--- src/rtl/mem_sched.sv ---
// Main-memory transaction scheduler: icache/dcache arbitration with a dcache starvation guard.
// Optional WAIT-state timeout enabled by defining MEM_SCHED_TIMEOUT_EN.
package mem_sched_pkg;
    localparam int unsigned BLOCK_ADDR_W = 32;
    localparam int unsigned BLOCK_DATA_W = 64;

    typedef logic [BLOCK_ADDR_W-1:0] main_mem_block_addr_t;
    typedef logic [BLOCK_DATA_W-1:0] block_data_t;

    typedef enum logic {REQ_READ = 1'b0, REQ_WRITE = 1'b1} req_type_t;
    typedef enum logic {CACHE_ICACHE = 1'b0, CACHE_DCACHE = 1'b1} cache_type_t;

    typedef struct packed {
        cache_type_t          owner;
        req_type_t            rtype;
        main_mem_block_addr_t addr;
        block_data_t          data;
    } mem_txn_t;
endpackage

module mem_sched
    import mem_sched_pkg::*;
#(
    parameter int unsigned MAX_ICACHE_STREAK = 4,
    parameter int unsigned TIMEOUT_CYCLES    = 256
) (
    input  logic                 clk,
    input  logic                 rst_aL,
    input  logic                 icache_req_valid,
    output logic                 icache_req_ready,
    input  main_mem_block_addr_t icache_req_block_addr,
    input  logic                 dcache_req_valid,
    output logic                 dcache_req_ready,
    input  req_type_t            dcache_req_type,
    input  main_mem_block_addr_t dcache_req_block_addr,
    input  block_data_t          dcache_req_block_data,
    output logic                 mem_req_valid,
    output cache_type_t          mem_req_cache_type,
    output req_type_t            mem_req_type,
    output main_mem_block_addr_t mem_req_block_addr,
    output block_data_t          mem_req_block_data,
    input  logic                 mem_resp_valid,
    input  cache_type_t          mem_resp_cache_type,
    input  block_data_t          mem_resp_block_data,
    output logic                 icache_resp_valid,
    output block_data_t          icache_resp_block_data,
    output logic                 dcache_resp_valid,
    output block_data_t          dcache_resp_block_data,
    output logic                 busy,
    output logic                 protocol_err,
    output logic                 timeout_err
);
    localparam int unsigned STREAK_W = $clog2(MAX_ICACHE_STREAK + 1);

    if (MAX_ICACHE_STREAK < 1 || TIMEOUT_CYCLES < 1) begin : g_param_check
        $error("mem_sched: MAX_ICACHE_STREAK and TIMEOUT_CYCLES must be >= 1");
    end

    typedef enum logic [1:0] {S_IDLE, S_ISSUE, S_WAIT} state_t;

    state_t                state_q, state_d;
    mem_txn_t              txn_q, txn_d, txn_out;
    logic [STREAK_W-1:0]   streak_q, streak_d;
    logic                  perr_q, perr_d;
    logic                  pick_dcache;
    logic                  streak_at_max;

`ifdef MEM_SCHED_TIMEOUT_EN
    localparam int unsigned CNT_W = $clog2(TIMEOUT_CYCLES + 1);
    logic [CNT_W-1:0]      wait_cnt_q, wait_cnt_d;
    logic                  terr_q, terr_d;
`endif

    // State and latched-transaction registers
    always_ff @(posedge clk) begin
        if (!rst_aL) begin
            state_q    <= S_IDLE;
            txn_q      <= '0;
            streak_q   <= '0;
            perr_q     <= 1'b0;
`ifdef MEM_SCHED_TIMEOUT_EN
            wait_cnt_q <= '0;
            terr_q     <= 1'b0;
`endif
        end else begin
            state_q    <= state_d;
            txn_q      <= txn_d;
            streak_q   <= streak_d;
            perr_q     <= perr_d;
`ifdef MEM_SCHED_TIMEOUT_EN
            wait_cnt_q <= wait_cnt_d;
            terr_q     <= terr_d;
`endif
        end
    end

    // Arbitration, next-state and response steering
    always_comb begin
        state_d                = state_q;
        txn_d                  = txn_q;
        streak_d               = streak_q;
        perr_d                 = perr_q;
        icache_req_ready       = 1'b0;
        dcache_req_ready       = 1'b0;
        icache_resp_valid      = 1'b0;
        dcache_resp_valid      = 1'b0;
        icache_resp_block_data = '0;
        dcache_resp_block_data = '0;
        streak_at_max          = (streak_q == STREAK_W'(MAX_ICACHE_STREAK));
        pick_dcache            = dcache_req_valid && (!icache_req_valid || streak_at_max);
`ifdef MEM_SCHED_TIMEOUT_EN
        wait_cnt_d             = '0;
        terr_d                 = terr_q;
`endif

        case (state_q)
            S_IDLE: begin
                icache_req_ready = rst_aL && icache_req_valid && !pick_dcache;
                dcache_req_ready = rst_aL && pick_dcache;
                if (icache_req_ready) begin
                    txn_d.owner = CACHE_ICACHE;
                    txn_d.rtype = REQ_READ;
                    txn_d.addr  = icache_req_block_addr;
                    txn_d.data  = '0;
                    // Only icache wins taken while dcache waits count toward starvation
                    if (!dcache_req_valid) begin
                        streak_d = '0;
                    end else if (!streak_at_max) begin
                        streak_d = streak_q + STREAK_W'(1);
                    end
                    state_d = S_ISSUE;
                end else if (dcache_req_ready) begin
                    txn_d.owner = CACHE_DCACHE;
                    txn_d.rtype = dcache_req_type;
                    txn_d.addr  = dcache_req_block_addr;
                    txn_d.data  = (dcache_req_type == REQ_WRITE) ? dcache_req_block_data : '0;
                    streak_d    = '0;
                    state_d     = S_ISSUE;
                end
            end
            S_ISSUE: begin
                state_d = S_WAIT;
            end
            S_WAIT: begin
                if (mem_resp_valid && (mem_resp_cache_type == txn_q.owner)) begin
                    state_d = S_IDLE;
                    if (txn_q.owner == CACHE_ICACHE) begin
                        icache_resp_valid      = rst_aL;
                        icache_resp_block_data = rst_aL ? mem_resp_block_data : '0;
                    end else begin
                        dcache_resp_valid      = rst_aL;
                        dcache_resp_block_data = rst_aL ? mem_resp_block_data : '0;
                    end
                end else begin
                    if (mem_resp_valid) begin
                        perr_d = 1'b1;
                    end
`ifdef MEM_SCHED_TIMEOUT_EN
                    if (wait_cnt_q == CNT_W'(TIMEOUT_CYCLES - 1)) begin
                        terr_d  = 1'b1;
                        state_d = S_IDLE;
                    end else begin
                        wait_cnt_d = wait_cnt_q + CNT_W'(1);
                    end
`endif
                end
            end
            default: begin
                state_d = S_IDLE;
            end
        endcase
    end

    assign busy               = (state_q != S_IDLE);
    assign mem_req_valid      = (state_q == S_ISSUE);
    assign txn_out            = busy ? txn_q : '0;
    assign mem_req_cache_type = txn_out.owner;
    assign mem_req_type       = txn_out.rtype;
    assign mem_req_block_addr = txn_out.addr;
    assign mem_req_block_data = txn_out.data;
    assign protocol_err       = perr_q;

`ifdef MEM_SCHED_TIMEOUT_EN
    assign timeout_err = terr_q;
`else
    assign timeout_err = 1'b0;
`endif

endmodule

--- config.mk ---
export PLATFORM = sky130hd
export DESIGN_NAME = mem_sched
export DESIGN_NICKNAME = d
export VERILOG_FILES = /design/src/rtl/mem_sched.sv
export SDC_FILE = /design/constraint.sdc
export NUM_CORES = 1
export LEC_CHECK = 0
export ABC_AREA = 1
export CORE_AREA = 2 2 166 168
export CTS_CLUSTER_SIZE = 25
export DETAILED_ROUTE_END_ITERATION = 12
export DIE_AREA = 0 0 168 170
export PLACE_DENSITY_LB_ADDON = 0.05
export SLEW_MARGIN = 25
export SYNTH_ARGS = -nofsm -noshare
export SYNTH_HDL_FRONTEND = slang
export SYNTH_SLANG_ARGS = --single-unit
--- constraint.sdc ---
create_clock -name clk -period 2 [get_ports clk]
set_input_delay 0.4 -clock clk [delete_from_list [all_inputs] [get_ports clk]]
set_output_delay 0.4 -clock clk [all_outputs]
set_load 0.02 [all_outputs]
**After elaboration in Yosys (flattened, before gate mapping)**

Cells that the tools add are included.

- Add/subtract/negate cells: 1
- Equality and inequality tests: 7
- Mux-type cells: 27
- Bitwise operators: 1
- Reductions and logical operators: 15

Operators with widths:

| operator | count |
|---|---|
| $mux 64 | 8 |
| $mux 98 | 3 |
| $mux 3 | 4 |
| $mux 1 | 8 |
| $mux 2 | 3 |
| $ne 3x3->1 const B | 2 |
| $pmux 2 s3 | 1 |
| $reduce_and 3->1 | 2 |
| $logic_and 1x1->1 | 5 |
| $reduce_and 2->1 | 2 |
| $reduce_bool 2->1 | 2 |
| $add 3x1->3 const B | 1 |
| $eq 3x3->1 const B | 1 |
| $eq 2x1->1 const B | 1 |
| $eq 2x2->1 const B | 1 |
| $logic_not 1->1 | 2 |
| $logic_not 2->1 | 1 |
| $ne 2x2->1 const B | 1 |
| $eq 1x1->1 | 1 |
| $logic_or 1x1->1 | 1 |
| $not 1->1 | 1 |

- Flip-flop bits (word level): 104
- Input bits: 199
- Output and inout bits: 234
- Word-level logic and storage cells: 58

**Longest topological paths before layout**

- Depth in word-level cells: 7
- Gate-level depth with buffers: 11
- Gate-level depth less buffers: 10

**Worst setup path before layout**

No wires, ideal clock.

- Path type: register -> output
- Start: register streak_q[0]
- End: output port icache_req_ready
- Arrival time: 1.337 ns
- Data required time: 1.600 ns
- Slack: 0.263 ns
- Cell stages (with the launch flop): 9
- Buffers on the path: 1
- Path through: dfxtp_1 inv_1 ha_1 nand2_1 nand2_1 nand2_2 nand2_2 buf_2 nor2_1

- Longest elaborated chain between the ends: 6

RTL lines:

| item | line | RTL |
|---|---|---|
| start: declaration | 63 | `logic [STREAK_W-1:0] streak_q, streak_d;` |
| start signal: assignment | 88 | `streak_q <= streak_d;` |
| $eq 3x3->1 | 109 | `streak_at_max = (streak_q == STREAK_W'(MAX_ICACHE_STREAK));` |
| $logic_or 1x1->1 | 110 | `pick_dcache = dcache_req_valid && (!icache_req_valid \|\| streak_at_max);` |
| $logic_and 1x1->1 | 110 |  |
| $logic_not 1->1 | 118 | `icache_req_ready = rst_aL && icache_req_valid && !pick_dcache;` |
| $logic_and 1x1->1 | 118 |  |
| $mux 1 | 116 | `case (state_q)` |
| end: declaration | 30 | `output logic icache_req_ready,` |

No other way between the ends.

**Worst setup path in the final report**

- Start: register state_q[1]
- End: output port dcache_resp_block_data[63]

- Longest elaborated chain between the ends: 2

RTL lines:

| item | line | RTL |
|---|---|---|
| start: declaration | 61 | `state_t state_q, state_d;` |
| start signal: assignment | 86 | `state_q <= state_d;` |
| $eq 2x2->1 | 116 |  |
| $mux 64 | 116 |  |
| end: declaration | 48 | `output block_data_t dcache_resp_block_data,` |

No other way between the ends.

==> summary.md <==
| Metric | Value |
|---|---|
| Largest net degree at the start of global routing | `66` |
| Final Critical Period | `around 2200 ps` |
| Mapped Cells | `1086` |
| Fin. max-slew vios | `0` |
| Total gr overflow | `0` |
| Cell area after synthesis | `0.00637 mm^2` |
| Async SR Flop Fraction | `0%` |
| Die Y | `170 um` |
| Core ar. | `about 0.027 mm^2` |
| Total chip power | `just over 0.006 W` |
| Startpoint Class | `flip-flop` |
| Maximum level of the CTS H-tree | `3` |
| Layout Skew | `around 9.6 ps` |
| Clock transition at the registers of the reported paths | `~70 ps` |
| Fmax | `0.454 GHz` |
| Synthesis-stage register bit count | `104` |
| Synth Flop Type | `dfxtp_1` |
| WP data arrival | `1800 ps` |
| Max FO, Critical Path | `7` |
| Avg WL per Cell | `about 18 um` |
| Via/cell ratio | `4.34` |
| Area growth, synth to finish | `89.2%` |
| Final net count | `1733` |
| GPL Wtd Cong | `0.816` |
| CP Data Required Time | `~1600 ps` |
| Final WL | `between 30 and 40 mm` |
| Period utilization | `110%` |
| Via count | `roughly 8.2k` |
| Max Cap Viol | `0` |
| Clk buf depth | `2` |
| Yosys warns | `0` |
| Syn Nets | `1287` |
| Post-DRT Antenna Nets | `0` |
| Site Rows | `60` |
| Clock root buffer | `clkbuf_16` |
| Most frequent cells in the layout | `nand2_1, inv_1, clkdlybuf4s50_1` |
| Hold Vio Cnt, Final | `0` |
| Drt pass-1 iters | `5` |
| Status | `finished with violations` |
| DRC viols | `0` |
| Number of synthesized flops with an enable pin | `0` |
| Initial DRC count | `roughly 390` |
| Die width | `168 um` |
| Final HPWL DP | `23.2 mm` |
| Peak VDD IR | `0.340 mV` |
| Initial antenna violation count | `3` |
| Leakage | `between 5 and 6 nW` |
| Die area | `0.0286 mm^2` |
| Post-route insts no fill | `1878` |
| Vias in the first global route | `approximately 7.1k` |
| Hold Crit Class | `flip-flop to flip-flop` |
| Clk Latency, worst-skew pair | `roughly 360 ps` |
| Most common cell after layout, fill and taps aside | `nand2_1` |
| Ports | `433` |
| TritonCTS sink count | `104` |
| Crit end category | `output pin` |
| Total GRT Usage | `20.1%` |
| Setup ws final | `-200 ps` |
| CTS tree | `built` |
| Critical path class | `flip-flop to output pin` |
| RSZ-0062 raised after global routing | `true` |
| First-pass GRT wire length | `44.0 mm` |
| Dpl cells | `1828` |
| Failing checks | `setup timing` |
| Initial Util | `23.9%` |
| Setup violators final | `120` |
| Sequential fraction of the synthesis area | `32.7%` |
| Synth cell types | `22` |
| IO Port Bufs | `431` |
| Layout cell share with drive strength beyond 1 | `27.3%` |
| Num CTS Buffers | `9` |
| P per Cell Area | `507 mW/mm^2` |
| Avg Inst Size Synth | `5.87 um^2` |
==> per-layer routing <==
metal / GRT usage [%] / share of wire (%) / up-vias
met3: 5.07 / 6.1 / 22
li1: - / - / 4123
met2: 35.9 / 50 / 262
met4: 3.52 / 1.1 / 0
met5: 0 / 0 / -
met1: 24.8 / 43 / 3748
==> power breakdown <==
part           switching, W  leakage (nW)  internal [W]
Sequential        0.0000459         0.850       0.00219
Clock              0.000880         0.145      0.000989
Combinational       0.00102          4.59      0.000981
==> Yosys cell counts, drive strengths merged, types with 2 or more instances <==
cell / n / area share (%)
a21oi: 102 / 8.0
buf: 52 / 4.7
clkbuf: 32 / 1.9
dfxtp: 104 / 33
ha: 2 / 0.39
inv: 209 / 12
nand2: 208 / 12
nand3: 69 / 5.4
nand3b: 64 / 7.5
nand4: 2 / 0.20
nor2: 236 / 14
o21ai: 3 / 0.24
==> kinds of logic (layout without fill, tap and decap cells) <==
family,Yosys count,in the layout,synth area share (%)
and+or+nand+nor,579,579,39.4
buffers and inverters,293,743,18.9
AOI/OAI and AO/OA,107,107,8.54
DFF,104,104,32.7
adders and majority gates,2,2,0.393
other,1,2,0.0589
==> worst max-delay path, cell delays in order (launching register included) <==
cell	delay, ps
dfxtp_2	340
inv_2	30
nor2_2	110
buf_6	120
nand4_1	140
buf_6	200
clkbuf_16	180
nor2_4	90
buf_6	110
buf_6	110
==> registers in the layout, indices dropped and copies added, names as in the netlist <==
| signal | cells |
|---|---|
| protocol_err | 1 |
| state_q | 2 |
| streak_q | 3 |
| txn_q | 98 |
==> cell type report <==
cell class	count	area (um^2)
fillers	2973	14600
repair buffers	519	4940
multi-input cells	689	3500
flip-flops and latches	104	2090
inverters	209	791
well taps	341	427
clock buffers	9	225
clock inverters	6	75.1
diodes	1	2.50
==> metrics by stage <==
stage | setup TNS (ps) | worst slack, ps | area [um^2] | hold slack [ps] | util (%)
after detailed placement | -78180 | -620 | 11300 | 454 | 42.5
after global placement | -79850 | -605 | 11300 | 451 | 42.5
after CTS | -24460 | -227 | 11500 | 465 | 43.0
final | -12760 | -200 | 12100 | 464 | 45.2
after global routing | -22530 | -257 | 12100 | 479 | 45.2
after floorplan | 0 | 263 | 6370 | 445 | -
==> worst paths after layout <==
path                                  from                         end  slack [ps]  cells past startpoint
worst max register to register  state_q[0]                   txn_q[19]         190                     11
worst min-delay path             txn_q[43]                   txn_q[43]         460                      2
worst max-delay path            state_q[1]  dcache_resp_block_data[63]        -200                      9
worst min register to register   txn_q[43]                   txn_q[43]         460                      2
==> timing repair <==
| item | CTS | global route |
|---|---|---|
| pin swaps | 1 | 6 |
| endpoints found under the setup margin | 229 | 288 |
| hold buffers | 0 | 0 |
| setup buffers | 1 | 15 |
| resized for setup | 551 | 582 |
| gates cloned | 2 | 16 |
Power figures use the tool's default switching activity.
